<file path="config.mk">
export PLATFORM = sky130hd
export DESIGN_NAME = booth_mul_sched
export DESIGN_NICKNAME = d
export VERILOG_FILES = /design/src/rtl/booth_mul_sched.sv
export SDC_FILE = /design/constraint.sdc
export NUM_CORES = 1
export LEC_CHECK = 0
export CAP_MARGIN = 0
export CORE_MARGIN = 2
export CORE_UTILIZATION = 40
export CTS_CLUSTER_SIZE = 40
export DETAILED_ROUTE_END_ITERATION = 6
export PLACE_DENSITY = 0.69
export SKIP_LAST_GASP = 1
export SLEW_MARGIN = 0
export SYNTH_ARGS = -nofsm -noshare
export SYNTH_HDL_FRONTEND = slang
export SYNTH_SLANG_ARGS = --single-unit
</file>
<file path="constraint.sdc">
create_clock -name clk -period 7.1 [get_ports clk]
set_input_delay 0.71 -clock clk [delete_from_list [all_inputs] [get_ports clk]]
set_output_delay 0.71 -clock clk [all_outputs]
set_load 0.005 [all_outputs]
</file>
<file path="src/rtl/booth_mul_sched.sv">
// Sequential radix-2 Booth multiplier shared by two requesters under round-robin arbitration.
// One Booth step per clock; the product is tagged with the ID of the issuing requester.
module booth_mul_sched #(
  parameter int unsigned WIDTH = 32,
  parameter int unsigned CNT_W = 6
) (
  input  logic               clk,
  input  logic               rst,
  input  logic               req0_valid,
  output logic               req0_ready,
  input  logic [WIDTH-1:0]   req0_a,
  input  logic [WIDTH-1:0]   req0_b,
  input  logic               req1_valid,
  output logic               req1_ready,
  input  logic [WIDTH-1:0]   req1_a,
  input  logic [WIDTH-1:0]   req1_b,
  output logic               rsp_valid,
  input  logic               rsp_ready,
  output logic               rsp_id,
  output logic [2*WIDTH-1:0] rsp_result,
  output logic               busy
);

  typedef enum logic [1:0] {StIdle, StRun, StDone} state_e;

  localparam logic [CNT_W-1:0] LastStep = CNT_W'(WIDTH - 1);

  state_e               state_q, state_d;
  logic [WIDTH:0]       mcand_q, mcand_d;
  logic [2*WIDTH+1:0]   p_q, p_d;
  logic [CNT_W-1:0]     cnt_q, cnt_d;
  logic                 id_q, id_d;
  logic                 last_grant_q, last_grant_d;
  logic                 rsp_valid_q, rsp_valid_d;
  logic [2*WIDTH-1:0]   rsp_result_q, rsp_result_d;

  logic                 grant;
  logic                 accept;
  logic [WIDTH-1:0]     sel_a, sel_b;
  logic [WIDTH:0]       acc, acc_sum;
  logic [2*WIDTH+1:0]   p_step;

  // Both valid: alternate away from the last winner; otherwise the lone valid requester wins.
  always_comb begin
    if (req0_valid && req1_valid) begin
      grant = ~last_grant_q;
    end else begin
      grant = req1_valid;
    end
  end

  assign req0_ready = (state_q == StIdle) && req0_valid && !grant;
  assign req1_ready = (state_q == StIdle) && req1_valid && grant;
  assign accept     = req0_ready || req1_ready;
  assign sel_a      = grant ? req1_a : req0_a;
  assign sel_b      = grant ? req1_b : req0_b;

  // Accumulator is WIDTH+1 bits wide so subtracting the most-negative multiplicand cannot overflow.
  always_comb begin
    acc = p_q[2*WIDTH+1:WIDTH+1];
    case (p_q[1:0])
      2'b01:   acc_sum = acc + mcand_q;
      2'b10:   acc_sum = acc - mcand_q;
      default: acc_sum = acc;
    endcase
    p_step = {acc_sum[WIDTH], acc_sum, p_q[WIDTH:1]};
  end

  always_comb begin
    state_d      = state_q;
    mcand_d      = mcand_q;
    p_d          = p_q;
    cnt_d        = cnt_q;
    id_d         = id_q;
    last_grant_d = last_grant_q;
    rsp_valid_d  = rsp_valid_q;
    rsp_result_d = rsp_result_q;
    unique case (state_q)
      StIdle: begin
        if (accept) begin
          mcand_d      = {sel_a[WIDTH-1], sel_a};
          p_d          = {{(WIDTH+1){1'b0}}, sel_b, 1'b0};
          id_d         = grant;
          last_grant_d = grant;
          cnt_d        = '0;
          state_d      = StRun;
        end
      end
      StRun: begin
        p_d   = p_step;
        cnt_d = cnt_q + 1'b1;
        if (cnt_q == LastStep) begin
          rsp_result_d = p_step[2*WIDTH:1];
          rsp_valid_d  = 1'b1;
          state_d      = StDone;
        end
      end
      StDone: begin
        if (rsp_ready) begin
          rsp_valid_d = 1'b0;
          state_d     = StIdle;
        end
      end
      default: state_d = StIdle;
    endcase
  end

  always_ff @(posedge clk or posedge rst) begin
    if (rst) begin
      state_q      <= StIdle;
      mcand_q      <= '0;
      p_q          <= '0;
      cnt_q        <= '0;
      id_q         <= 1'b0;
      last_grant_q <= 1'b1;
      rsp_valid_q  <= 1'b0;
      rsp_result_q <= '0;
    end else begin
      state_q      <= state_d;
      mcand_q      <= mcand_d;
      p_q          <= p_d;
      cnt_q        <= cnt_d;
      id_q         <= id_d;
      last_grant_q <= last_grant_d;
      rsp_valid_q  <= rsp_valid_d;
      rsp_result_q <= rsp_result_d;
    end
  end

  assign rsp_valid  = rsp_valid_q;
  assign rsp_id     = id_q;
  assign rsp_result = rsp_result_q;
  assign busy       = (state_q != StIdle);

endmodule

</file>
; After elaboration in Yosys (flattened, before gate mapping)
; Index checks and enable logic that the tools add are counted.
[classes]
n_addsub = 3
eq_ne = 8
mux = 15
bitwise = 1
n_reduce_logical = 16
[ops]
columns = operator, count
row1 = case mux 66 bit (2 select lines), 1
row2 = 2-to-1 mux 66 bit, 1
row3 = case mux 33 bit (2 select lines), 1
row4 = 2-to-1 mux 32 bit, 2
row5 = adder 33 bit, 1
row6 = subtractor 33 bit, 1
row7 = case mux 6 bit (2 select lines), 1
row8 = "adder 6 x 1 -> 6 bit, second input constant", 1
row9 = "equality test 6 x 5 -> 1 bit, second input constant", 1
row10 = 2-to-1 mux 2 bit, 3
row11 = 2-to-1 mux 6 bit, 1
row12 = "!= test 2 bit, second input constant", 3
row13 = case mux 2 bit (3 select lines), 1
row14 = AND reduction 2 bit, 3
row15 = AND reduction 3 bit, 2
row16 = nonzero test 2 bit, 3
row17 = logical AND 1 bit, 5
row18 = "equality test 2 x 1 -> 1 bit, second input constant", 2
row19 = "equality test 2 bit, second input constant", 2
row20 = 2-to-1 mux 1 bit, 3
row21 = logical NOT 2 bit, 1
row22 = case mux 1 bit (2 select lines), 1
row23 = logical NOT 1 bit, 1
row24 = logical OR 1 bit, 1
row25 = inverter 1 bit, 1
[totals]
reg_bits = 173
input_bits = 133
output_inout_bits = 69
word_cells = 51

; Logic depth before layout (Yosys ltp)
; Gate-level depths: netlist (run 1).
[logic_depth]
ltp_word = 7
mapped_depth = 19
mapped_depth_nobuf = 18

; Worst setup path before layout (run 1)
; No wires, ideal clock.
[synth_path]
kind = reg2reg
start = register mcand_q[4]
end = register p_q[64]
setup_time_ns = 0.087
arrival_time_ns = 4.170
t_required_ns = 7.013
slack_ns = 2.843
path_stages_with_launch = 19
path_buffers = 1
synth_period_minus_slack_ns = 4.257
cell_sequence = dfrtp_1 nor4_1 nor4b_1 and2_1 buf_2 nand2_1 nor3_1 nand2_1 nor2_1 a21oi_1 xnor2_1 ha_1 nand3_1 or3_1 o211ai_2 a211oi_2 or3_1 a2111o_1 o211ai_1
[synth_via]
elab_chain_cells = 3
[synth_lines]
columns = element, line
row1 = from (decl), 29  ; logic [WIDTH:0] mcand_q, mcand_d;
row2 = from (signal assigned), 120  ; mcand_q <= mcand_d;
row3 = subtractor 33 bit / adder 33 bit (equally long branches), "63, 62"
row4 = case mux 33 bit (2 select lines) *, 61  ; case (p_q[1:0])
row5 = case mux 66 bit (2 select lines) *, 78  ; unique case (state_q)
row6 = to (signal assigned), 121  ; p_q <= p_d;
row7 = to (decl), 30  ; logic [2*WIDTH+1:0] p_q, p_d;
; Mark *: on every way between the ends. The rest lies on a longest branch, timed or not.
; A chain may end at the register's enable or synchronous reset.

; Worst setup path in the final report (run 1)
[layout_path]
start = register mcand_q[5]
end = register p_q[64]
; Same word-level chain as after synthesis.

==> results of run 1 <==
-- critical path: stages (launching register included) --
cell and delay, ps:
dfrtp_1 400, nor4_1 500, nor4b_1 470, and2_1 320, nand2_1 80, nor3_1 270
nand2_1 90, nor2_1 260, a21oi_1 130, xnor2_1 150, ha_1 390, nand3_1 160
or3_1 350, o211ai_2 230, a211oi_2 140, or3_1 400, a2111o_1 410, o211ai_1 90
-- area by class of cell --
cell class	count	area share, %
Clock buffer	19	3.332
Clock inverter	13	1.146
Inverter	18	0.5586
Multi-Input combinational cell	939	42.64
Timing Repair Buffer	210	16.01
Sequential cell	172	33.14
Tap cell	330	3.178
-- through the flow --
stage               hold slack, ps  setup slack [ps]  power [mW]  area [um^2]  utilization (%)
floorplan                    461.0              1732       4.912        10160                -
global placement             457.5              2420       6.074        12410            49.57
detailed placement           461.4              2249       6.154        12410            49.57
CTS                          478.1              2217       7.124        12990            51.89
global route                 502.3              1662       7.733        12990            51.89
finish                       475.5              2190       7.100        12990            51.89
-- synth_stat cells (all sizes together) (4+ instances only) --
master	number	area share [%]
a211oi	8	0.64
nor2	90	3.3
clkbuf	58	2.2
a21o	11	0.81
o2111ai	4	0.34
and2	9	0.55
o211ai	8	0.64
and3	9	0.55
nand2b	5	0.31
dfrtp	171	42
a31oi	18	1.2
xor2	8	0.69
o21ai	153	7.5
nand2	250	9.2
or3	6	0.37
a21oi	85	4.2
ha	35	4.3
nand4	7	0.49
xnor2	44	3.8
o21bai	5	0.37
buf	18	0.75
inv	18	0.66
mux2i	73	7.2
nor2b	5	0.31
nor3	20	0.99
nor4	6	0.37
o31ai	6	0.49
nand3	34	1.7
o21a	7	0.52
-- final timing paths --
| path | from | end | cells after the start |
|---|---|---|---|
| hold reg to reg | rsp_result[30] | rsp_result[30] | 2 |
| hold / removal | rsp_result[30] | rsp_result[30] | 2 |
| max in group asynchronous | rst | cnt_q[4] | 3 |
| setup reg to reg | mcand_q[5] | p_q[64] | 17 |
| setup / recovery | mcand_q[5] | p_q[64] | 17 |
| min in group asynchronous | rst | p_q[31] | 2 |
-- cell families after synthesis --
kind of cell | after synthesis | share of synthesized area, %
simple gates | 454 | 19.23
buf+inv | 94 | 3.595
compound gates | 322 | 18.41
xor+xnor | 52 | 4.482
flops | 172 | 42.37
fa+ha+maj | 36 | 4.506
mux | 75 | 7.412
-- report_power, final --
part	internal (mW)	leakage, nW	switching (mW)
sequential	1.42	2.22	0.377
combinational	1.87	3.17	2.49
clock	0.501	0.282	0.441
-- flip-flops by register name, summed over array words and instances (netlist names) --
name and cells:
cnt_q 6, last_grant_q 1, mcand_q 32, p_q 65, rsp_id 1, rsp_result 64, rsp_valid 1, state_q 2
-- layer usage --
layer | global-route usage (%) | wire length (um)
met1 | 25.48 | 11810
met2 | 34.89 | 13080
met3 | 5.003 | 1469
met4 | 5.430 | 450
met5 | 0 | 0
==> impl_results.md, run 1 <==
- Run status: finished, final reports clean
- Post-CTS setup buffer count: 0
- Via density: 5.303
- Max Fclk: 0.2037 GHz
- Flip-flop and latch area: 4305 um^2
- Peak VDD IR: 0.0002333 V
- WL/cell: 15.76 um
- CP Class: register to register
- Most used DFF post-synth: dfrtp_1
- Effective utilization at floorplan: 40.59%
- Setup_tns: 0 ps
- CTS tree: done
- Routed vias: 9020
- Post-Synthesis Net Count: 1374
- Synth Instances: 1205
- DRC: 0
- Number of global-route vias before repair: 8476
- Post-synth EDFFs: 0
- Final Hold Fails: 0
- CTS root buf: clkbuf_16
- Die Width: 163.4 um
- Ant. Diodes: 0
- H-tree depth: 4
- Routed Antenna Nets: 0
- Total grt overflow: 0
- Clock Latency Late Sink: 440 ps
- Clock buffer depth: 2
- Fill count: 2417
- Port Buffers: 201
- Global-route wire length before repair: 43.04 mm
- Num rows: 58
- Netlist cell types: 62
- Finished Layout Cells: 1701
- Clk pin slew, worst setup/hold paths: 70 ps
- Slew margin rel.: 29.41%
- Clock Skew: 10.37 ps
- Arrival time worst endpoint: 5260 ps
- Total GRT Usage: 20.31%
- NumNets Final: 1527
- Iteration-0 DRC Markers: 462
- RD Place Congestion: 0.8752
- Slew @ Worst Pin: 1059 ps
- Sinks on the clock net: 172
- Post-synthesis cell area: 10160 um^2
- Sequential share of the synthesized area: 42.37%
- Leak pwr: 5.675 nW
- P per Cell Area: 546.5 nW/um^2
- Most common cell after layout, fill and taps aside: nand2_1
- Max-slew violations: 0
- Post-cts gate resize count: 0
- Routed WL: 26.81 mm
- Layout cell share with drive strength beyond 1: 4.230%
- Post-CTS Hold Buffers: 0
- Max Cap Viol: 0
- Chip Height: 163.4 um
- DP HPWL: 19.03 mm
- Setup slack, reg-to-reg: 2190 ps
- Multi-input gate area: 5539 um^2
- Critical Path Fanout Max: 6
- CTS Buf Count: 17
- Most frequent cells in the layout: nand2_1 (249), clkdlybuf4s50_1 (201), dfrtp_1 (171), o21ai_0 (152), nor2_1 (88)
- Placed insts: 1669
- Worst Setup End Kind: register
- Area growth from synthesis to layout: 27.84%
- Ys async rst share: 100.0%
- Final setup fails: 0
- Synth warn: 0
- Largest net degree at the start of global routing: 99
- Startpoint Class: register
- Crit path time final: 4910 ps
- RSZ-0062 raised after global routing: false
- Flops & latches, synth: 172
- Worst EP required: 7450 ps
- Initial antenna violation count: 0
- Tcrit/Tclk final: 69.15%
- Worst Hold Class: register to register
- Die area: 26700 um^2
- Pre-antenna DRT Iters: 5
- I/O pins: 202
- Core Box Area: 25040 um^2
- Avg Inst Size Synth: 8.433 um^2
(Power assumes the default switching activity.)
==> run 2: changes to the inputs <==
- clock period: 7.1 -> 4.84 ns (I/O delays scaled with it)
==> impl_results.md, run 2 (same netlist as run 1, synthesis figures left out) <==
- Max-slew violations: 0
- Worst Hold Class: register to register
- Peak VDD IR: 0.0003672 V
- Final setup fails: 0
- P per Cell Area: 798.6 nW/um^2
- Tcrit/Tclk final: 93.45%
- DP HPWL: 19.21 mm
- Clock Latency Late Sink: 430 ps
- Most frequent cells in the layout: nand2_1 (249), clkdlybuf4s50_1 (201), dfrtp_1 (171), o21ai_0 (152), nor2_1 (88)
- Slew @ Worst Pin: 1018 ps
- Clock buffer depth: 2
- Finished Layout Cells: 1707
- CTS Buf Count: 17
- Max Fclk: 0.2211 GHz
- Critical Path Fanout Max: 7
- CTS tree: done
- Routed WL: 26.97 mm
- Fill count: 2373
- Setup_tns: 0 ps
- Total GRT Usage: 20.65%
- Largest net degree at the start of global routing: 173
- Effective utilization at floorplan: 40.59%
- Iteration-0 DRC Markers: 519
- Most common cell after layout, fill and taps aside: nand2_1
- Place WS: 307.9 ps
- Post-route setup slack: 316.9 ps
- Worst r2r path cells: 16
- Number of global-route vias before repair: 8561
- Clk pin slew, worst setup/hold paths: 70 ps
- Global-route wire length before repair: 43.89 mm
- Chip Height: 163.4 um
- H-tree depth: 4
- Max Cap Viol: 0
- Via density: 5.282
- Arrival time worst endpoint: 4870 ps
- Placed insts: 1675
- CP Launch Point: mcand_q[0]
- CP Class: register to register
- NumNets Final: 1533
- Sinks on the clock net: 172
- Core Box Area: 25040 um^2
- Worst Setup EP: p_q[55]
- RSZ-0062 raised after global routing: false
- Final Hold Fails: 0
- Register share of total power: 25.4%
- Leak pwr: 5.700 nW
- Max reg flops: 65
- Crit Reg-Reg Startpoint: mcand_q[0]
- Routed Antenna Nets: 0
- Startpoint Class: register
- Internal power: 5.538 mW
- Setup slack, reg-to-reg: 320 ps
- Ant. Diodes: 0
- Slew margin rel.: 32.10%
- Total grt overflow: 0
- Run status: finished, final reports clean
- DRC: 0
- Pre-antenna DRT Iters: 5
- Worst EP required: 5180 ps
- Clock Skew: 13.66 ps
- Layout cell share with drive strength beyond 1: 4.938%
- Sw Pwr: 4.878 mW
- CTS root buf: clkbuf_16
- RD Place Congestion: 0.8600
- Clk pwr share: 12.8%
- Die Width: 163.4 um
- Sw Ratio: 46.83%
- Initial antenna violation count: 0
- Crit path time final: 4523 ps
- Post-CTS Hold Buffers: 0
- Combinational power share: 61.8%
- I/O pins: 202
- Area growth from synthesis to layout: 28.34%
- Biggest register: p_q
- Die area: 26700 um^2
- RR Endpoint: p_q[55]
- WL/cell: 15.80 um
- Num rows: 58
- Worst Setup End Kind: register
- Port Buffers: 201
- Routed vias: 9017
==> run 2: changes by cell type in the layout (fill, tap and decap cells not counted), moves of 2 or more <==
cell / delta
clkinvlp_4: +2
inv_6: -3
buf_4: +5
clkinv_2: +2
==> run 2: repair_timing <==
item | CTS | global route
resized for setup | 0 | 3
setup buffers | 0 | 0
setup endpoints to repair | 0 | 3
==> run 2: worst max-delay path: stages, from the launching register on <==
cell       delay, ps
dfrtp_1          500
inv_1            100
ha_1             250
nor2b_1          160
and2_1           190
a21oi_1          270
xnor2_1          260
ha_1             410
a2111oi_0        480
o21ai_0          240
o2111ai_1        210
o2111ai_1        210
o21a_1           300
a2111oi_0        430
buf_4            190
a21oi_1           50
o21ai_0          180
==> run 2: layout make-up <==
type                       instances  area (um^2)  area share [%]
timing repair buffer             216         2137           16.39
tap                              330        412.9           3.166
clock buffer                      18        429.2           3.290
inverter                          18        71.32          0.5468
multi-input combinational        939         5557           42.60
clock inverter                    14        130.1          0.9977
sequential                       172         4305           33.01
==> run 2: power groups by stage <==
| stage | Clock (mW) | Sequential [mW] | Combinational [mW] |
|---|---|---|---|
| floorplan | 0 | 2.51 | 4.70 |
| global placement | 0 | 2.65 | 6.34 |
| detailed placement | 0 | 2.66 | 6.44 |
| CTS | 1.36 | 2.64 | 6.47 |
| global route | 1.41 | 2.73 | 7.25 |
| finish | 1.33 | 2.64 | 6.44 |
==> run 2: per-stage QoR <==
step	power [mW]	area [um^2]	util (%)	hold slack [ps]
detailed placement	9.094	12470	49.79	461.9
CTS	10.47	13030	52.02	480.1
finish	10.42	13040	52.09	477.5
global placement	8.993	12470	49.79	456.9
global route	11.39	13040	52.09	496.9
floorplan	7.207	10170	-	461.0
==> run 2: worst min path at each step <==
stage	from	endpoint	slack (ps)	cells past startpoint
6_report	rsp_result[51]	rsp_result[51]	480	2
3_5_place_dp	rsp_result[15]	rsp_result[15]	460	2
4_1_cts	rsp_result[15]	rsp_result[15]	480	2
3_3_place_gp	rsp_result[2]	rsp_result[2]	460	2
2_1_floorplan	p_q[2]	rsp_result[0]	460	2
5_1_grt	rsp_result[37]	rsp_result[37]	500	2
==> run 2: metal layers <==
metal | routed length (um) | vias to the layer above | GRT usage, %
li1 | - | 4519 | -
met3 | 1314 | 27 | 4.012
met4 | 462 | 0 | 6.718
met1 | 11980 | 4269 | 26.29
met2 | 13210 | 202 | 35.25
met5 | 0 | - | 0
==> run 3: changes to the inputs <==
- CORE_ASPECT_RATIO: unset -> 2
- GPL_TIMING_DRIVEN: unset -> 0
==> impl_results.md, run 3 (same netlist as run 1, synthesis figures left out) <==
- Ant. Diodes: 0
- Num rows: 82
- Clock Latency Late Sink: 460 ps
- Most frequent cells in the layout: nand2_1 (250), clkdlybuf4s50_1 (201), dfrtp_1 (169), o21ai_0 (152), nor2_1 (88)
- Worst Hold Class: register to register
- Slowest-stage cell, CP: dfrtp_1
- Clk pin slew, worst setup/hold paths: 70 ps
- Post-route setup slack: 191.3 ps
- Leak pwr: 5.789 nW
- CP Class: register to register
- Clock Skew: 11.06 ps
- Max incr delay on CP: 460 ps
- Hold path start: rsp_result[6]
- DP HPWL: 27.13 mm
- H-tree depth: 4
- CP cell instances: nor4_4, nor4b_4, and2_1, buf_2, nand2_1, nor3_4, nor2_1, xnor2_1, ha_2, a211oi_4, o211ai_1, o2111ai_1, a21o_1, o211ai_2, o21ba_2, or4_1, and3_1, o21ai_0
- Iteration-0 DRC Markers: 367
- Routed vias: 9614
- Critical Path Fanout Max: 6
- Port Buffers: 201
- Most common cell after layout, fill and taps aside: nand2_1
- Initial antenna violation count: 0
- Effective utilization at floorplan: 40.59%
- Tcrit/Tclk final: 96.05%
- RSZ-0062 raised after global routing: true
- Core Box Area: 25030 um^2
- Largest net degree at the start of global routing: 44
- Post-CTS Hold Buffers: 0
- Number of global-route vias before repair: 10060
- WHS Path Cells: 2
- Max reg flops: 65
- CP Buf/Inv Count: 1
- Sinks on the clock net: 172
- RD Place Congestion: 0.9317
- Routed Antenna Nets: 0
- Register share of total power: 24.1%
- Die Width: 116.7 um
- Cell Area, Placed: 12680 um^2
- Worst r2r path cells: 18
- Total GRT Usage: 26.24%
- Crit path time final: 4649 ps
- Biggest register: p_q
- Crit Reg-Reg Startpoint: mcand_q[5]
- Final setup fails: 0
- Global-route wire length before repair: 52.88 mm
- Sw Ratio: 48.47%
- Routed WL: 33.93 mm
- Via density: 5.404
- Chip Height: 229.4 um
- CTS tree: done
- P per Cell Area: 833.1 nW/um^2
- Clk pwr share: 13.1%
- Max Cap Viol: 0
- Post-route cell area: 13400 um^2
- I/O pins: 202
- CTS Buf Count: 17
- DRC: 0
- Startpoint Class: register
- CP Launch Point: mcand_q[5]
- Setup_tns: 0 ps
- Layout cell share with drive strength beyond 1: 4.851%
- Clock buffer depth: 2
- Total grt overflow: 0
- Area growth from synthesis to layout: 31.85%
- NumNets Final: 1599
- Sw Pwr: 5.411 mW
- Internal power: 5.752 mW
- Crit-path leading delay family: simple AND/OR/NAND/NOR gates
- Combinational power share: 62.8%
- Pre-antenna DRT Iters: 5
- WL/cell: 19.07 um
- Slew @ Worst Pin: 884.4 ps
- WP depth: 18
- Worst Setup End Kind: register
- Die area: 26770 um^2
- Peak VDD IR: 0.0002901 V
- Final Hold Fails: 0
- Arrival time worst endpoint: 5020 ps
- Worst EP required: 5210 ps
- Place WS: -306.0 ps
- Max-slew violations: 0
- Max Fclk: 0.2151 GHz
- Run status: finished, final reports clean
- Final Util: 53.52%
- Slew margin rel.: 41.04%
- CTS root buf: clkbuf_16
[run 3: cell count changes in the layout (fill, tap and decap cells not counted), sizes merged]
cell,previous run,this run
clkinvlp,3,5
buf,15,23
clkinv,5,1
inv,24,23
clkbuf,18,76
bufinv,0,3
[run 3: layout make-up]
class / instances / area [um^2]
fillers: 2453 / 11630
multi-input cells: 939 / 5588
flip-flops and latches: 172 / 4308
repair buffers: 206 / 2100
clock buffers: 18 / 429.2
well taps: 336 / 420.4
plain buffers: 76 / 299.0
clock inverters: 14 / 183.9
inverters: 18 / 71.32
[run 3: stage by stage]
stage               hold WS [ps]  std cells  power (mW)
floorplan                  461.0       1205       7.207
global placement           460.4       1742       9.474
detailed placement         461.2       1746       9.569
CTS                        478.0       1778       11.09
global route               497.7       1779       12.07
finish                     471.8       1779       11.16
[run 3: what timing repair did]
item                                    4_1_cts  5_1_grt
resized for setup                             4       17
buffers inserted                              0        1
pin swaps                                     0        2
endpoints found under the setup margin        7       17
[run 3: worst min-delay path: cells and delay by family, from the launching register on]
family / cells / cell delay (ps)
flip-flops: 1 / 340
AND/OR/NAND/NOR: 2 / 100
[run 3: power groups by stage]
stage                     registers [mW]  clock network [mW]  logic, mW
after floorplan                     2.51                   0       4.70
after global placement              2.66                   0       6.81
after detailed placement            2.68                   0       6.89
after CTS                           2.67                1.49       6.94
after global routing                2.76                1.54       7.78
final                               2.69                1.46       7.01
[run 3: metal layers]
layer | track usage, % | vias to the layer above | routed length (um)
met5 | 0 | - | 0
met4 | 17.28 | 0 | 2497
met3 | 4.419 | 98 | 1128
met2 | 49.11 | 275 | 19150
met1 | 25.17 | 4604 | 11150
li1 | - | 4637 | -
[run 3: path summary, 6_finish.rpt]
kind                                   to  slack, ps
min reg2reg                 rsp_result[6]        470
max reg2reg                       p_q[62]        190
min in group asynchronous  rsp_result[44]        500
min                         rsp_result[6]        470
max                               p_q[62]        190
max in group asynchronous    last_grant_q       3140
